===== config.mk =====
export PLATFORM = sky130hd
export DESIGN_NAME = burst_word_packer
export DESIGN_NICKNAME = d
export VERILOG_FILES = /design/src/rtl/burst_pack_pkg.sv /design/src/rtl/word_fifo.sv /design/src/rtl/burst_word_packer.sv
export SDC_FILE = /design/constraint.sdc
export NUM_CORES = 1
export LEC_CHECK = 0
export BUFFER_PORTS_ARGS = -buffer_cell sky130_fd_sc_hd__buf_2
export CAP_MARGIN = 20
export CORE_AREA = 3 3 167 169
export DETAILED_ROUTE_END_ITERATION = 12
export DIE_AREA = 0 0 170 172
export HOLD_SLACK_MARGIN = 0.1
export PLACE_DENSITY = 0.76
export RECOVER_POWER = 25
export SLEW_MARGIN = 40
export SYNTH_ARGS = -nofsm -noshare
export SYNTH_HDL_FRONTEND = slang
export SYNTH_SLANG_ARGS = --single-unit
export TNS_END_PERCENT = 1

===== constraint.sdc =====
create_clock -name clk -period 3.4 [get_ports clk]
set_input_delay 0.51 -clock clk [delete_from_list [all_inputs] [get_ports clk]]
set_output_delay 0.51 -clock clk [all_outputs]
set_load 0.005 [all_outputs]

===== src/rtl/burst_pack_pkg.sv =====
// Shared types and constants for the burst word packer.
//   state_t      : packer FSM states (CSUM only reached with BURST_WORD_PACKER_CHECKSUM_EN)
//   MAX_BURST    : longest burst the upstream stage produces, in bytes
//   BYTE_W       : width of one input byte
//   count_width(): bits needed to hold a byte count 0..n
package burst_pack_pkg;

    localparam int unsigned MAX_BURST = 16;
    localparam int unsigned BYTE_W    = 8;

    typedef enum logic [1:0] {
        ST_IDLE  = 2'd0,
        ST_PACK  = 2'd1,
        ST_FLUSH = 2'd2,
        ST_CSUM  = 2'd3
    } state_t;

    function automatic int unsigned count_width(input int unsigned n);
        return $clog2(n) + 1;
    endfunction

endpackage


===== src/rtl/word_fifo.sv =====
// Synchronous FIFO holding packed output words.
// Ports:
//   clk, reset     : rising-edge clock, synchronous active-low reset
//   i_push, i_data : write request and entry (dropped when full unless popping)
//   i_pop          : read request (ignored when empty)
//   o_data         : head entry
//   o_full/o_empty : occupancy flags
//   o_empty_nxt    : empty flag as it will be after this cycle's push/pop
module word_fifo
#(
    parameter int unsigned WIDTH = 8,
    parameter int unsigned DEPTH = 8
) (
    input  logic             clk,
    input  logic             reset,
    input  logic             i_push,
    input  logic [WIDTH-1:0] i_data,
    input  logic             i_pop,
    output logic [WIDTH-1:0] o_data,
    output logic             o_full,
    output logic             o_empty,
    output logic             o_empty_nxt
);

    localparam int unsigned AW = $clog2(DEPTH);
    localparam int unsigned PW = AW + 1;

    logic [WIDTH-1:0] r_mem [DEPTH];
    logic [PW-1:0]    r_wr;
    logic [PW-1:0]    r_rd;
    logic             w_wr_en;
    logic             w_rd_en;

    // Extra pointer MSB distinguishes full from empty.
    assign o_empty     = (r_wr == r_rd);
    assign o_full      = (r_wr[AW] != r_rd[AW]) && (r_wr[AW-1:0] == r_rd[AW-1:0]);
    assign w_rd_en     = i_pop & ~o_empty;
    // A pop frees the slot, so a push while full is accepted alongside it.
    assign w_wr_en     = i_push & (~o_full | w_rd_en);
    assign o_empty_nxt = ((r_wr + PW'(w_wr_en)) == (r_rd + PW'(w_rd_en)));
    assign o_data      = r_mem[r_rd[AW-1:0]];

    // Storage and pointers; storage cleared so the head reads 0 after reset.
    always_ff @(posedge clk) begin
        if (!reset) begin
            r_wr <= '0;
            r_rd <= '0;
            for (int i = 0; i < int'(DEPTH); i++) begin
                r_mem[i] <= '0;
            end
        end else begin
            if (w_wr_en) begin
                r_mem[r_wr[AW-1:0]] <= i_data;
                r_wr                <= r_wr + PW'(1);
            end
            if (w_rd_en) begin
                r_rd <= r_rd + PW'(1);
            end
        end
    end

endmodule


===== src/rtl/burst_word_packer.sv =====
// Packs an unstallable byte burst into WORD_BYTES-wide words, buffers them in
// a word FIFO and presents them on a valid/ready interface.
// Optional feature macro: BURST_WORD_PACKER_CHECKSUM_EN (appends a mod-256
// checksum word after each burst).
// Ports:
//   clk, reset       : rising-edge clock, synchronous active-low reset
//   i_valid, Din     : byte strobe and byte from upstream
//   busy             : upstream must not start a new burst
//   o_valid, o_ready : output handshake
//   o_data, o_bytes  : packed word (first byte in [7:0]) and its valid byte count
//   o_last           : final word of the burst
//   o_err            : sticky FIFO overflow
module burst_word_packer
    import burst_pack_pkg::*;
#(
    parameter int unsigned WORD_BYTES = 4,
    parameter int unsigned FIFO_DEPTH = 8
) (
    input  logic                                  clk,
    input  logic                                  reset,
    input  logic                                  i_valid,
    input  logic [BYTE_W-1:0]                     Din,
    output logic                                  busy,
    output logic                                  o_valid,
    input  logic                                  o_ready,
    output logic [BYTE_W*WORD_BYTES-1:0]          o_data,
    output logic [count_width(WORD_BYTES)-1:0]    o_bytes,
    output logic                                  o_last,
    output logic                                  o_err
);

    localparam int unsigned CNT_W   = count_width(WORD_BYTES);
    localparam int unsigned DATA_W  = BYTE_W * WORD_BYTES;
    localparam int unsigned ENTRY_W = 1 + CNT_W + DATA_W;

`ifdef BURST_WORD_PACKER_CHECKSUM_EN
    localparam logic FLUSH_LAST = 1'b0;
`else
    localparam logic FLUSH_LAST = 1'b1;
`endif

    state_t                               r_state;
    state_t                               w_state_nxt;
    logic [WORD_BYTES-1:0][BYTE_W-1:0]    r_pack;
    logic [WORD_BYTES-1:0][BYTE_W-1:0]    w_pack_nxt;
    logic [CNT_W-1:0]                     r_count;
    logic [CNT_W-1:0]                     w_count_nxt;
    logic                                 r_busy;
    logic                                 r_err;
    logic                                 w_push;
    logic [ENTRY_W-1:0]                   w_push_data;
    logic [ENTRY_W-1:0]                   w_head;
    logic                                 w_pop;
    logic                                 w_full;
    logic                                 w_empty;
    logic                                 w_empty_nxt;
    logic                                 w_drop;
`ifdef BURST_WORD_PACKER_CHECKSUM_EN
    logic [BYTE_W-1:0]                    r_sum;
    logic [BYTE_W-1:0]                    w_sum_nxt;
`endif

    // Next-state, pack register update and FIFO push request.
    always_comb begin
        w_state_nxt = r_state;
        w_pack_nxt  = r_pack;
        w_count_nxt = r_count;
        w_push      = 1'b0;
        w_push_data = {1'b0, r_count, r_pack};
`ifdef BURST_WORD_PACKER_CHECKSUM_EN
        w_sum_nxt   = r_sum;
`endif
        case (r_state)
            ST_IDLE: begin
                if (i_valid) begin
                    w_pack_nxt    = '0;
                    w_pack_nxt[0] = Din;
                    w_count_nxt   = CNT_W'(1);
                    w_state_nxt   = ST_PACK;
`ifdef BURST_WORD_PACKER_CHECKSUM_EN
                    w_sum_nxt     = Din;
`endif
                end
            end
            ST_PACK: begin
                if (i_valid) begin
                    // A full word waits here so the burst end can still mark it last.
                    if (r_count == CNT_W'(WORD_BYTES)) begin
                        w_push        = 1'b1;
                        w_push_data   = {1'b0, r_count, r_pack};
                        w_pack_nxt    = '0;
                        w_pack_nxt[0] = Din;
                        w_count_nxt   = CNT_W'(1);
                    end else begin
                        w_pack_nxt[r_count[CNT_W-2:0]] = Din;
                        w_count_nxt                    = r_count + CNT_W'(1);
                    end
`ifdef BURST_WORD_PACKER_CHECKSUM_EN
                    w_sum_nxt = r_sum + Din;
`endif
                end else begin
                    w_state_nxt = ST_FLUSH;
                end
            end
            ST_FLUSH: begin
                w_push      = 1'b1;
                w_push_data = {FLUSH_LAST, r_count, r_pack};
`ifdef BURST_WORD_PACKER_CHECKSUM_EN
                w_state_nxt = ST_CSUM;
`else
                w_state_nxt = ST_IDLE;
`endif
            end
`ifdef BURST_WORD_PACKER_CHECKSUM_EN
            ST_CSUM: begin
                w_push      = 1'b1;
                w_push_data = {1'b1, CNT_W'(1), DATA_W'(r_sum)};
                w_state_nxt = ST_IDLE;
            end
`endif
            default: begin
                w_state_nxt = ST_IDLE;
            end
        endcase
    end

    assign w_pop  = ~w_empty & o_ready;
    assign w_drop = w_push & w_full & ~w_pop;

    // State, pack register, busy and sticky overflow.
    always_ff @(posedge clk) begin
        if (!reset) begin
            r_state <= ST_IDLE;
            r_pack  <= '0;
            r_count <= '0;
            r_busy  <= 1'b0;
            r_err   <= 1'b0;
        end else begin
            r_state <= w_state_nxt;
            r_pack  <= w_pack_nxt;
            r_count <= w_count_nxt;
            // Built from next-cycle values so busy tracks the first byte and last pop without lag.
            r_busy  <= (w_state_nxt != ST_IDLE) | ~w_empty_nxt;
            if (w_drop) begin
                r_err <= 1'b1;
            end
        end
    end

`ifdef BURST_WORD_PACKER_CHECKSUM_EN
    // Burst byte sum for the trailing checksum word.
    always_ff @(posedge clk) begin
        if (!reset) begin
            r_sum <= '0;
        end else begin
            r_sum <= w_sum_nxt;
        end
    end
`endif

    word_fifo #(
        .WIDTH (ENTRY_W),
        .DEPTH (FIFO_DEPTH)
    ) u_fifo (
        .clk         (clk),
        .reset       (reset),
        .i_push      (w_push),
        .i_data      (w_push_data),
        .i_pop       (w_pop),
        .o_data      (w_head),
        .o_full      (w_full),
        .o_empty     (w_empty),
        .o_empty_nxt (w_empty_nxt)
    );

    assign busy                      = r_busy;
    assign o_err                     = r_err;
    assign o_valid                   = ~w_empty;
    assign {o_last, o_bytes, o_data} = w_head;

endmodule


==> summary.txt, run 1 <==
Placement
  • Placed wire-length estimate: 19600 microns
  • Area post-placement: 15400 sq um
  • Port Buffers: 50
  • GPL Wtd Cong: 0.798

Yosys
  • Mapped Area: 14900 sq um
  • Gate Count Post-Synth: 1070
  • Ys Warns: 0
  • Synth Area per Inst: 13.9 sq um
  • Sequential cell area fraction in the yosys report: 64.9%
  • Syn_nets: 1095
  • Library cells used by synthesis: 40
  • #FFs+latches synth: 338

Setup path
  • Top Family by Delay on Critical Path: buffers and inverters
  • Crit end category: flop
  • Req. time, crit path: 3.62 ns
  • Crit-path max cell delay: 0.93 ns
  • Worst EP arrival: 3.33 ns
  • Critical-path cell list: clkbuf_2 -> inv_1 -> buf_4 -> nand2_1 -> nor2_1
  • Critical-path top delay cell: clkbuf_2
  • Maximum fanout along the worst path: 44
  • Critical path class: reg -> reg
  • WP buf/inv: 3
  • CP startpoint kind: flop

Clocking
  • Setup bufs post-CTS: 0
  • Clk sink count: 338
  • H-tree Lvls: 2
  • Num CTS Buffers: 35
  • Clock Latency Late Sink: 0.51 ns
  • Root Buffer: clkbuf_16
  • Clock Path Buffers: 3
  • CTS resizes: 0
  • CTS Hold Buffers Added: 0
  • TritonCTS clock tree: yes
  • Clk slew on worst S/H paths: 0.06 ns

STA
  • Final setup viols: 0
  • Worst Tran Pin Value: 1.51 ns
  • Slew headroom: -0.992%
  • Count of final max-slew check failures: 25
  • Tmin final: 3.11 ns
  • TNS Setup: 0 ns
  • RSZ-0062 raised after global routing: no
  • Max Clock Skew: 0.0164 ns
  • Hold_ws: 0.368 ns
  • Final worst-path cycle share: 91.5%
  • F_max: 0.321 GHz
  • Final hold vios: 0

Global routing
  • Initial antenna violation count: 0
  • Vias in the first global route: 9084
  • Largest net degree at the start of global routing: 73
  • GRT Util Overall: 23.5%
  • Grt ovf: 0
  • First-pass GRT wire length: 52100 microns

Route
  • Vias: 8883
  • Vias/cell: 6.01
  • Met3 wire len: 2980 microns
  • Iter 0 DRT Violations: 1078
  • Initial DRT Pass Iterations: 5
  • Drc violations: 0
  • Met2 wire length: 16800 microns
  • Final WL: 33400 microns
  • Post-DRT Antenna Nets: 0
  • WL per Instance: 22.6 microns
  • WL met1: 12900 microns
  • Top sig layer: met4

Finish
  • Sequential cell area: 9660 sq um
  • Area grow syn2layout: 10.7%
  • Fin area: 16500 sq um
  • Final core occ: 61.6%
  • Fin nets: 1137
  • Multi-input logic area: 4690 sq um
  • ANT cells: 0
  • Share of layout cells above drive strength 1: 22.5%
  • Fill count: 1952

Floorplanning
  • Die Y: 172 microns
  • Core footprint: 26700 sq um
  • Starting density of the core: 55.7%
  • Die W: 170 microns
  • Num ports: 51
  • Row count: 60
  • Die Area: 29200 sq um

Power
  • Leakage: 0.00550 uW
  • Total power: 8790 uW
  • Worst VDD drop: 0.360 mV
  • Pwr/cell area: 534 nW/um^2

Status
  • Status: complete, but fails checks
  • Failing checks: max-capacitance violations, max-slew violations

Min path
  • Hold Path Class: in -> reg

Flow run
  • Max-cap violations: 1
-- routing by layer --
layer	GRT usage, %	up-vias
li1	-	3956
met1	32.0	4437
met2	39.8	434
met3	4.25	56
met4	6.38	0
met5	0	-
-- state kept, by name, summed over array words and instances, names as in the netlist, named ones only --
signal / cells
r_state: 2
u_fifo.r_wr: 4
u_fifo.r_rd: 4
o_err: 1
busy: 1
r_pack: 32
u_fifo.r_mem: 288
r_count: 3
-- final timing paths --
path,startpoint,endpoint,slack (ns),cells after the start
min reg2reg,o_err$_SDFFE_PN0P_,o_err$_SDFFE_PN0P_,0.50,2
max reg2reg,u_fifo.r_wr[0]$_SDFFE_PN0N_,u_fifo.r_mem[2][33]$_SDFFCE_PN0P_,0.29,5
max,u_fifo.r_wr[0]$_SDFFE_PN0N_,u_fifo.r_mem[2][33]$_SDFFCE_PN0P_,0.29,5
min,i_valid,r_count[0]$_SDFFE_PN0P_,0.37,2
-- placed cells by master (no fill, tap or decap), types with 13 or more instances in the layout --
cell and count:
clkbuf_16 35, edfxtp_1 288, nor2_1 328, mux2_2 37
ha_1 13, dfxtp_1 47, nand2_1 87, buf_4 16
mux2i_1 14, a22oi_1 24, mux4_2 72, buf_2 47
-- cell usage after synthesis, drive strengths merged --
master	number	share of area (%)
nor2	328	8.3
edfxtp	288	58
nand2	87	2.2
mux4	72	11
dfxtp	50	6.7
buf	42	2.6
mux2	37	2.8
clkbuf	31	0.78
a22oi	24	1.2
mux2i	14	0.94
ha	13	1.1
inv	11	0.28
o21ai	11	0.40
xnor2	8	0.57
nand3	7	0.32
and2	5	0.21
nand2b	5	0.21
a21oi	4	0.13
a31o	4	0.24
and3	4	0.17
o2111ai	4	0.71
a31oi	3	0.13
nor2b	3	0.13
xor2	3	0.18
a41o	2	0.13
nand4	2	0.084
a21bo	1	0.067
a21boi	1	0.050
a311oi	1	0.059
a41oi	1	0.059
nor3	1	0.034
o21a	1	0.050
or2	1	0.042
or3	1	0.042
-- layout make-up --
class | instances | area share, %
timing repair buffer | 78 | 3.35
inverter | 11 | 0.251
multi-input combinational | 648 | 28.5
tap | 341 | 2.59
clock inverter | 15 | 0.790
sequential | 338 | 58.6
clock buffer | 46 | 5.87
-- cell families after synthesis --
group / synth area share, %
and+or+nand+nor: 11.7
DFF: 64.9
muxes: 14.6
buffers and inverters: 3.71
AOI/OAI and AO/OA: 3.23
adders and majority gates: 1.09
xor gates and xnor gates: 0.749
-- worst reg2reg max path, cell delays in order (launching register included) --
cell and delay [ns]:
dfxtp_1 0.38, clkbuf_2 0.93, inv_1 0.75, buf_4 0.45
nand2_1 0.25, nor2_1 0.07
-- metrics by stage --
stage	setup slack, ns	instances
after floorplan	0.0496	1070
after global placement	0.582	1416
after detailed placement	0.437	1416
after CTS	0.397	1477
after global routing	0.161	1477
final	0.289	1477
-- power breakdown --
group          internal (uW)  leakage, uW  switching, uW
logic                    178      0.00158            278
clock network           2150     0.000541           1510
registers               4620      0.00338           52.1
Power figures use the tool's default switching activity.
==> run 2, diff against run 1 <==
Settings changed: ABC_AREA set to 1, CORE_AREA 3 3 167 169 to 3 3 168 170, DIE_AREA 0 0 170 172 to 0 0 171 173, PLACE_DENSITY 0.76 to 0.75.
==> summary.txt, run 2 <==
Flow run
  • Max-cap violations: 0 (was 1)

STA
  • Final setup viols: 0 (unchanged)
  • Max Clock Skew: 0.0206 ns (was 0.0164 ns)
  • F_max: 0.327 GHz (was 0.321 GHz)
  • Hold_ws: 0.308 ns (was 0.368 ns)
  • TNS Setup: 0 ns (unchanged)
  • Tmin final: 3.06 ns (was 3.11 ns)
  • Count of final max-slew check failures: 0 (was 25)
  • Final worst-path cycle share: 90.0% (was 91.5%)
  • RSZ-0062 raised after global routing: no (unchanged)
  • Slew headroom: 15.5% (was -0.992%)
  • Final hold vios: 0 (unchanged)
  • Worst Tran Pin Value: 1.27 ns (was 1.51 ns)

Global routing
  • Largest net degree at the start of global routing: 145 (was 73)
  • GRT Util Overall: 24.7% (was 23.5%)
  • Initial antenna violation count: 1 (was 0)
  • Grt ovf: 0 (unchanged)
  • Vias in the first global route: 10900 (was 9084)
  • First-pass GRT wire length: 57800 microns (was 52100 microns)

Yosys
  • Area leader, netlist: edfxtp_1 (unchanged)
  • Synth top cells by count: 516 x nor2_1, 288 x edfxtp_1, 171 x nand2_1 (was 328 x nor2_1, 288 x edfxtp_1, 87 x nand2_1)
  • Gate Count Post-Synth: 1464 (was 1070)
  • Dominant cell by count in the synthesized netlist: nor2_1 (unchanged)
  • Asr flop ratio synth: 0% (unchanged)
  • #FFs+latches synth: 338 (unchanged)
  • Sequential cell area fraction in the yosys report: 64.4% (was 64.9%)
  • Library cells used by synthesis: 36 (was 40)
  • Synth Area per Inst: 10.2 sq um (was 13.9 sq um)
  • Syn_nets: 1489 (was 1095)
  • Ys Warns: 0 (unchanged)
  • Commonest register cell after synthesis: edfxtp_1 (unchanged)
  • EDFF count, synth: 288 (unchanged)
  • Largest cells by area after synthesis: edfxtp_1 58%, nor2_1 13%, dfxtp_1 6.7% (was edfxtp_1 58%, mux4_2 11%, nor2_1 8.3%)
  • Mapped Area: 15000 sq um (was 14900 sq um)
  • Top-area cell type share of the netlist area: 57.8% (was 58.1%)

Finish
  • Biggest register: u_fifo.r_mem (unchanged)
  • Top flop regs: u_fifo.r_mem (288), r_pack (32) (unchanged)
  • Multi-input logic area: 4540 sq um (was 4690 sq um)
  • Commonest cells after routing, fill and taps aside: 517 x nor2_1, 288 x edfxtp_1, 168 x nand2_1, 86 x o21ai_0, 72 x o32ai_1 (was 328 x nor2_1, 288 x edfxtp_1, 87 x nand2_1, 72 x mux4_2)
  • Largest register FFs: 288 (unchanged)
  • Share of layout cells above drive strength 1: 10.4% (was 22.5%)
  • Area grow syn2layout: 10.7% (about the same)
  • Sequential cell area: 9660 sq um (unchanged)
  • Most common cell after layout, fill and taps aside: nor2_1 (unchanged)
  • Fin nets: 1515 (was 1137)
  • Fill count: 2164 (was 1952)
  • ANT cells: 0 (unchanged)

Route
  • Post-DRT Antenna Nets: 0 (unchanged)
  • Final WL: 36800 microns (was 33400 microns)
  • Vias/cell: 5.93 (was 6.01)
  • Vias: 11000 (was 8883)
  • Iter 0 DRT Violations: 1279 (was 1078)
  • Initial DRT Pass Iterations: 6 (was 5)
  • WL per Instance: 19.8 microns (was 22.6 microns)
  • Drc violations: 0 (unchanged)

Power
  • Seq pwr share: 47.6% (was 53.1%)
  • NetSw: 2490 uW (was 1840 uW)
  • Pwr/cell area: 599 nW/um^2 (was 534 nW/um^2)
  • Comb power frac: 13.4% (was 5.2%)
  • Switching share of power: 25.1% (was 20.9%)
  • Total power: 9920 uW (was 8790 uW)
  • Leakage: 0.00597 uW (was 0.00550 uW)
  • Pint: 7430 uW (was 6950 uW)
  • Clock group share of total power: 39.1% (was 41.7%)
  • Worst VDD drop: 0.375 mV (was 0.360 mV)

Setup path
  • R2r startpoint: r_count[0]$_SDFFE_PN0P_ (was u_fifo.r_wr[0]$_SDFFE_PN0N_)
  • Cells on worst reg2reg path: 11 (was 5)
  • Critical path class: reg -> reg (unchanged)
  • CP startpoint: r_count[0]$_SDFFE_PN0P_ (was u_fifo.r_wr[0]$_SDFFE_PN0N_)
  • Maximum fanout along the worst path: 37 (was 44)
  • Req. time, crit path: 3.63 ns (was 3.62 ns)
  • CP startpoint kind: flop (unchanged)
  • Crit end category: flop (unchanged)
  • Worst EP arrival: 3.29 ns (was 3.33 ns)

Floorplanning
  • Die W: 171 microns (was 170 microns)
  • Die Y: 173 microns (was 172 microns)
  • Core footprint: 26900 sq um (was 26700 sq um)
  • Die Area: 29600 sq um (was 29200 sq um)
  • Num ports: 51 (unchanged)
  • Row count: 60 (unchanged)
  • Starting density of the core: 55.7% (about the same)

Clocking
  • H-tree Lvls: 2 (unchanged)
  • Clk sink count: 338 (unchanged)
  • CTS Hold Buffers Added: 0 (unchanged)
  • CTS resizes: 0 (unchanged)
  • Setup bufs post-CTS: 0 (unchanged)
  • Clk slew on worst S/H paths: 0.06 ns (about the same)
  • TritonCTS clock tree: yes (unchanged)
  • Clock Path Buffers: 3 (unchanged)
  • Root Buffer: clkbuf_16 (unchanged)
  • Num CTS Buffers: 36 (was 35)
  • Clock Latency Late Sink: 0.51 ns (about the same)

Placement
  • Placed wire-length estimate: 20400 microns (was 19600 microns)
  • Port Buffers: 50 (unchanged)
  • GPL Wtd Cong: 0.857 (was 0.798)

Min path
  • WHS Path Cells: 3 (was 2)
  • Hold Path Class: in -> reg (unchanged)
  • HP Start: o_ready (was i_valid)

Status
  • Status: completed (was complete, but fails checks)
-- run 2: final timing paths --
| kind | slack (ns) | to |
|---|---|---|
| worst max-delay path | 0.34 | u_fifo.r_mem[3][21]$_SDFFCE_PN0P_ |
| worst min-delay path | 0.31 | u_fifo.r_rd[3]$_SDFFE_PN0P_ |
| worst max register to register | 0.34 | u_fifo.r_mem[3][21]$_SDFFCE_PN0P_ |
| worst min register to register | 0.47 | r_pack[13]$_SDFFE_PN0P_ |
-- run 2: power by group through the flow --
stage / clock, uW / sequential [uW] / combinational (uW)
finish: 3880 / 4720 / 1330
global route: 4070 / 4730 / 1470
CTS: 3910 / 4720 / 1340
detailed placement: 0 / 4800 / 1330
global placement: 0 / 4800 / 1300
floorplan: 0 / 4760 / 889
-- run 2: per-stage QoR --
| step | utilization, % | area (sq um) | std cells | setup WS, ns |
|---|---|---|---|---|
| final | 61.7 | 16600 | 1857 | 0.339 |
| after global routing | 61.7 | 16600 | 1857 | 0.147 |
| after detailed placement | 57.7 | 15500 | 1793 | 0.630 |
| after CTS | 62.0 | 16700 | 1857 | 0.580 |
| after global placement | 57.7 | 15500 | 1793 | 0.720 |
| after floorplan | - | 15000 | 1464 | 0.590 |
-- run 2: logic make-up after synthesis --
group / Yosys count / share of synthesized area (%)
compound gates: 203 / 8.64
xor+xnor: 8 / 0.518
fa+ha+maj: 13 / 1.09
buf+inv: 150 / 4.85
flops: 338 / 64.4
simple gates: 752 / 20.5
-- run 2: layout make-up --
class                           instances  share of cell area [%]
Sequential cell                       338                    58.3
Multi-Input combinational cell        976                    27.4
Clock buffer                           49                    5.98
Timing Repair Buffer                   79                    3.29
Tap cell                              341                    2.57
Inverter                               59                    1.40
Clock inverter                         15                    1.09
-- run 2: worst max-delay path: stages (launching register included) --
cell and delay (ns):
dfxtp_1 0.40, clkinv_1 0.27, ha_1 0.30, nand2_1 0.09, nor2_1 0.06, o21ai_2 0.26
nor2_2 0.06, nand2_1 0.14, inv_6 0.08, nand2_2 0.71, nand2_2 0.11, buf_4 0.29
-- run 2: metal layers --
layer	share of wire, %	wire length [microns]	GRT usage, %	vias to the layer above
li1	-	-	-	5045
met2	48	17700	40.8	476
met4	2.3	837	7.48	0
met3	8.7	3210	4.96	85
met5	0	0	0	-
met1	41	15000	33.3	5399
==> run 3, diff against run 2 <==
Settings changed: ABC_AREA 1 to unset, CORE_AREA 3 3 168 170 to 2 2 166 168, DIE_AREA 0 0 171 173 to 0 0 168 170, PLACE_DENSITY 0.75 to 0.76, RECOVER_POWER 25 to unset.
==> summary.txt, run 3 (same netlist as run 1, synthesis figures left out) <==
Floorplanning
  • Starting density of the core: 55.8% (was 55.7%)
  • Die Y: 170 microns (was 173 microns)
  • Num ports: 51 (unchanged)
  • Core footprint: 26700 sq um (was 26900 sq um)
  • Die Area: 28600 sq um (was 29600 sq um)
  • Die W: 168 microns (was 171 microns)
  • Row count: 60 (unchanged)

Power
  • Leakage: 0.00562 uW (was 0.00597 uW)
  • Worst VDD drop: 0.297 mV (was 0.375 mV)
  • Pwr/cell area: 531 nW/um^2 (was 599 nW/um^2)
  • Total power: 8900 uW (was 9920 uW)

Finish
  • Fin area: 16800 sq um (was 16600 sq um)
  • Top flop regs: u_fifo.r_mem (288), r_pack (32) (unchanged)
  • Fin nets: 1142 (was 1515)
  • Final core occ: 62.9% (was 61.7%)
  • Biggest register: u_fifo.r_mem (unchanged)
  • Largest register FFs: 288 (unchanged)
  • Commonest cells after routing, fill and taps aside: 328 x nor2_1, 288 x edfxtp_1, 87 x nand2_1, 72 x mux4_2, 50 x buf_2 (was 517 x nor2_1, 288 x edfxtp_1, 168 x nand2_1, 86 x o21ai_0, 72 x o32ai_1)
  • Area grow syn2layout: 12.6% (was 10.7%)
  • Most common cell after layout, fill and taps aside: nor2_1 (unchanged)
  • Fill count: 1831 (was 2164)
  • Share of layout cells above drive strength 1: 23.4% (was 10.4%)
  • ANT cells: 0 (unchanged)

Global routing
  • GRT Util Overall: 25.2% (was 24.7%)
  • Grt ovf: 0 (unchanged)
  • Largest net degree at the start of global routing: 57 (was 145)
  • Initial antenna violation count: 0 (was 1)
  • Vias in the first global route: 9318 (was 10900)
  • First-pass GRT wire length: 53800 microns (was 57800 microns)

Status
  • Status: completed (unchanged)

STA
  • Tmin final: 2.91 ns (was 3.06 ns)
  • Final setup viols: 0 (unchanged)
  • F_max: 0.344 GHz (was 0.327 GHz)
  • Final worst-path cycle share: 85.5% (was 90.0%)
  • Worst Tran Pin Value: 0.757 ns (was 1.27 ns)
  • Final hold vios: 0 (unchanged)
  • Max Clock Skew: 0.0105 ns (was 0.0206 ns)
  • Slew headroom: 49.2% (was 15.5%)
  • RSZ-0062 raised after global routing: no (unchanged)
  • Count of final max-slew check failures: 0 (unchanged)
  • TNS Setup: 0 ns (unchanged)
  • Setup ws final: 0.492 ns (was 0.339 ns)

Clocking
  • Clock Latency Late Sink: 0.51 ns (about the same)
  • CTS Hold Buffers Added: 0 (unchanged)
  • Setup bufs post-CTS: 0 (unchanged)
  • TritonCTS clock tree: yes (unchanged)
  • Clock Path Buffers: 3 (unchanged)
  • H-tree Lvls: 2 (unchanged)
  • Root Buffer: clkbuf_16 (unchanged)
  • CTS resizes: 0 (unchanged)
  • Num CTS Buffers: 34 (was 36)
  • Clk slew on worst S/H paths: 0.06 ns (about the same)
  • Clk sink count: 338 (unchanged)

Setup path
  • Flop-to-flop setup slack: 0.49 ns (was 0.34 ns)
  • Critical-path cell list: inv_1 -> ha_1 -> a41o_1 -> and2_1 -> o21ai_2 -> inv_2 -> a31o_2 -> buf_12 (was clkinv_1 -> ha_1 -> nand2_1 -> nor2_1 -> o21ai_2 -> nor2_2 -> nand2_1 -> inv_6 -> nand2_2 -> nand2_2 -> buf_4)
  • Req. time, crit path: 3.60 ns (was 3.63 ns)
  • Crit-path max cell delay: 0.43 ns (was 0.71 ns)
  • WP buf/inv: 3 (unchanged)
  • Crit end category: flop (unchanged)
  • CP startpoint kind: flop (unchanged)
  • Reg2reg end: u_fifo.r_mem[0][22]$_SDFFCE_PN0P_ (was u_fifo.r_mem[3][21]$_SDFFCE_PN0P_)
  • Maximum fanout along the worst path: 29 (was 37)
  • Critical-path top delay cell: and2_1 (was nand2_2)
  • Top Family by Delay on Critical Path: compound AO/OA/AOI/OAI gates (was simple AND/OR/NAND/NOR gates)
  • Critical path class: reg -> reg (unchanged)
  • Cells on worst reg2reg path: 8 (was 11)
  • R2r startpoint: r_state[1]$_SDFF_PN0_ (was r_count[0]$_SDFFE_PN0P_)
  • Worst EP arrival: 3.11 ns (was 3.29 ns)

Route
  • WL per Instance: 23.6 microns (was 19.8 microns)
  • Initial DRT Pass Iterations: 5 (was 6)
  • Vias/cell: 6.08 (was 5.93)
  • Post-DRT Antenna Nets: 0 (unchanged)
  • Iter 0 DRT Violations: 1096 (was 1279)
  • Final WL: 34900 microns (was 36800 microns)
  • Drc violations: 0 (unchanged)
  • Vias: 9022 (was 11000)

Placement
  • DP Worst Slack: 0.528 ns (was 0.630 ns)
  • GPL Wtd Cong: 0.817 (was 0.857)
  • Placed wire-length estimate: 21300 microns (was 20400 microns)
  • Area post-placement: 15600 sq um (was 15500 sq um)
  • Port Buffers: 50 (unchanged)

Min path
  • HP Start: i_valid (was o_ready)
  • WHS Endpoint: r_count[0]$_SDFFE_PN0P_ (was u_fifo.r_rd[3]$_SDFFE_PN0P_)
  • Hold Path Class: in -> reg (unchanged)
  • WHS Path Cells: 2 (was 3)

Flow run
  • Max-cap violations: 0 (unchanged)
run 3: how the worst max path moves through the flow:
stage / startpoint / end / slack [ns] / cells after the start
floorplan: r_state[1]$_SDFF_PN0_ / u_fifo.r_mem[1][0]$_SDFFCE_PN0P_ / 0.05 / 8
global placement: r_count[0]$_SDFFE_PN0P_ / busy$_SDFF_PN0_ / 0.60 / 11
detailed placement: r_state[1]$_SDFF_PN0_ / u_fifo.r_mem[0][9]$_SDFFCE_PN0P_ / 0.53 / 8
CTS: flop / o_last / 0.45 / 4
global route: r_state[1]$_SDFF_PN0_ / busy$_SDFF_PN0_ / 0.32 / 11
finish: r_state[1]$_SDFF_PN0_ / u_fifo.r_mem[0][22]$_SDFFCE_PN0P_ / 0.49 / 8
run 3: report_power, final:
group          total, uW  internal (uW)  switching, uW
Clock               3750           2210           1530
Combinational        486            194            292
Sequential          4670           4620           53.5
Total               8900           7020           1880
run 3: layer usage:
| layer | part of all wire (%) | vias to the layer above | wire length, microns | GRT usage, % |
|---|---|---|---|---|
| met5 | 0 | - | 0 | 0 |
| met4 | 3.1 | 0 | 1100 | 9.53 |
| met3 | 8.6 | 83 | 3020 | 4.12 |
| met2 | 49 | 476 | 17100 | 41.6 |
| met1 | 39 | 4484 | 13700 | 33.9 |
| li1 | - | 3979 | - | - |
run 3: cell type report:
| class | instances | area [sq um] | share of cell area (%) |
|---|---|---|---|
| timing repair buffer | 84 | 798 | 4.76 |
| multi-input combinational | 648 | 4710 | 28.1 |
| inverter | 11 | 41.3 | 0.246 |
| tap | 341 | 427 | 2.55 |
| clock buffer | 47 | 961 | 5.74 |
| clock inverter | 14 | 153 | 0.911 |
| sequential | 338 | 9660 | 57.7 |
run 3: through the flow:
step / hold WS [ns] / std cells
after floorplan: 0.461 / 1070
after global placement: 0.487 / 1418
after detailed placement: 0.476 / 1422
after CTS: 0.340 / 1483
after global routing: 0.383 / 1483
final: 0.360 / 1483
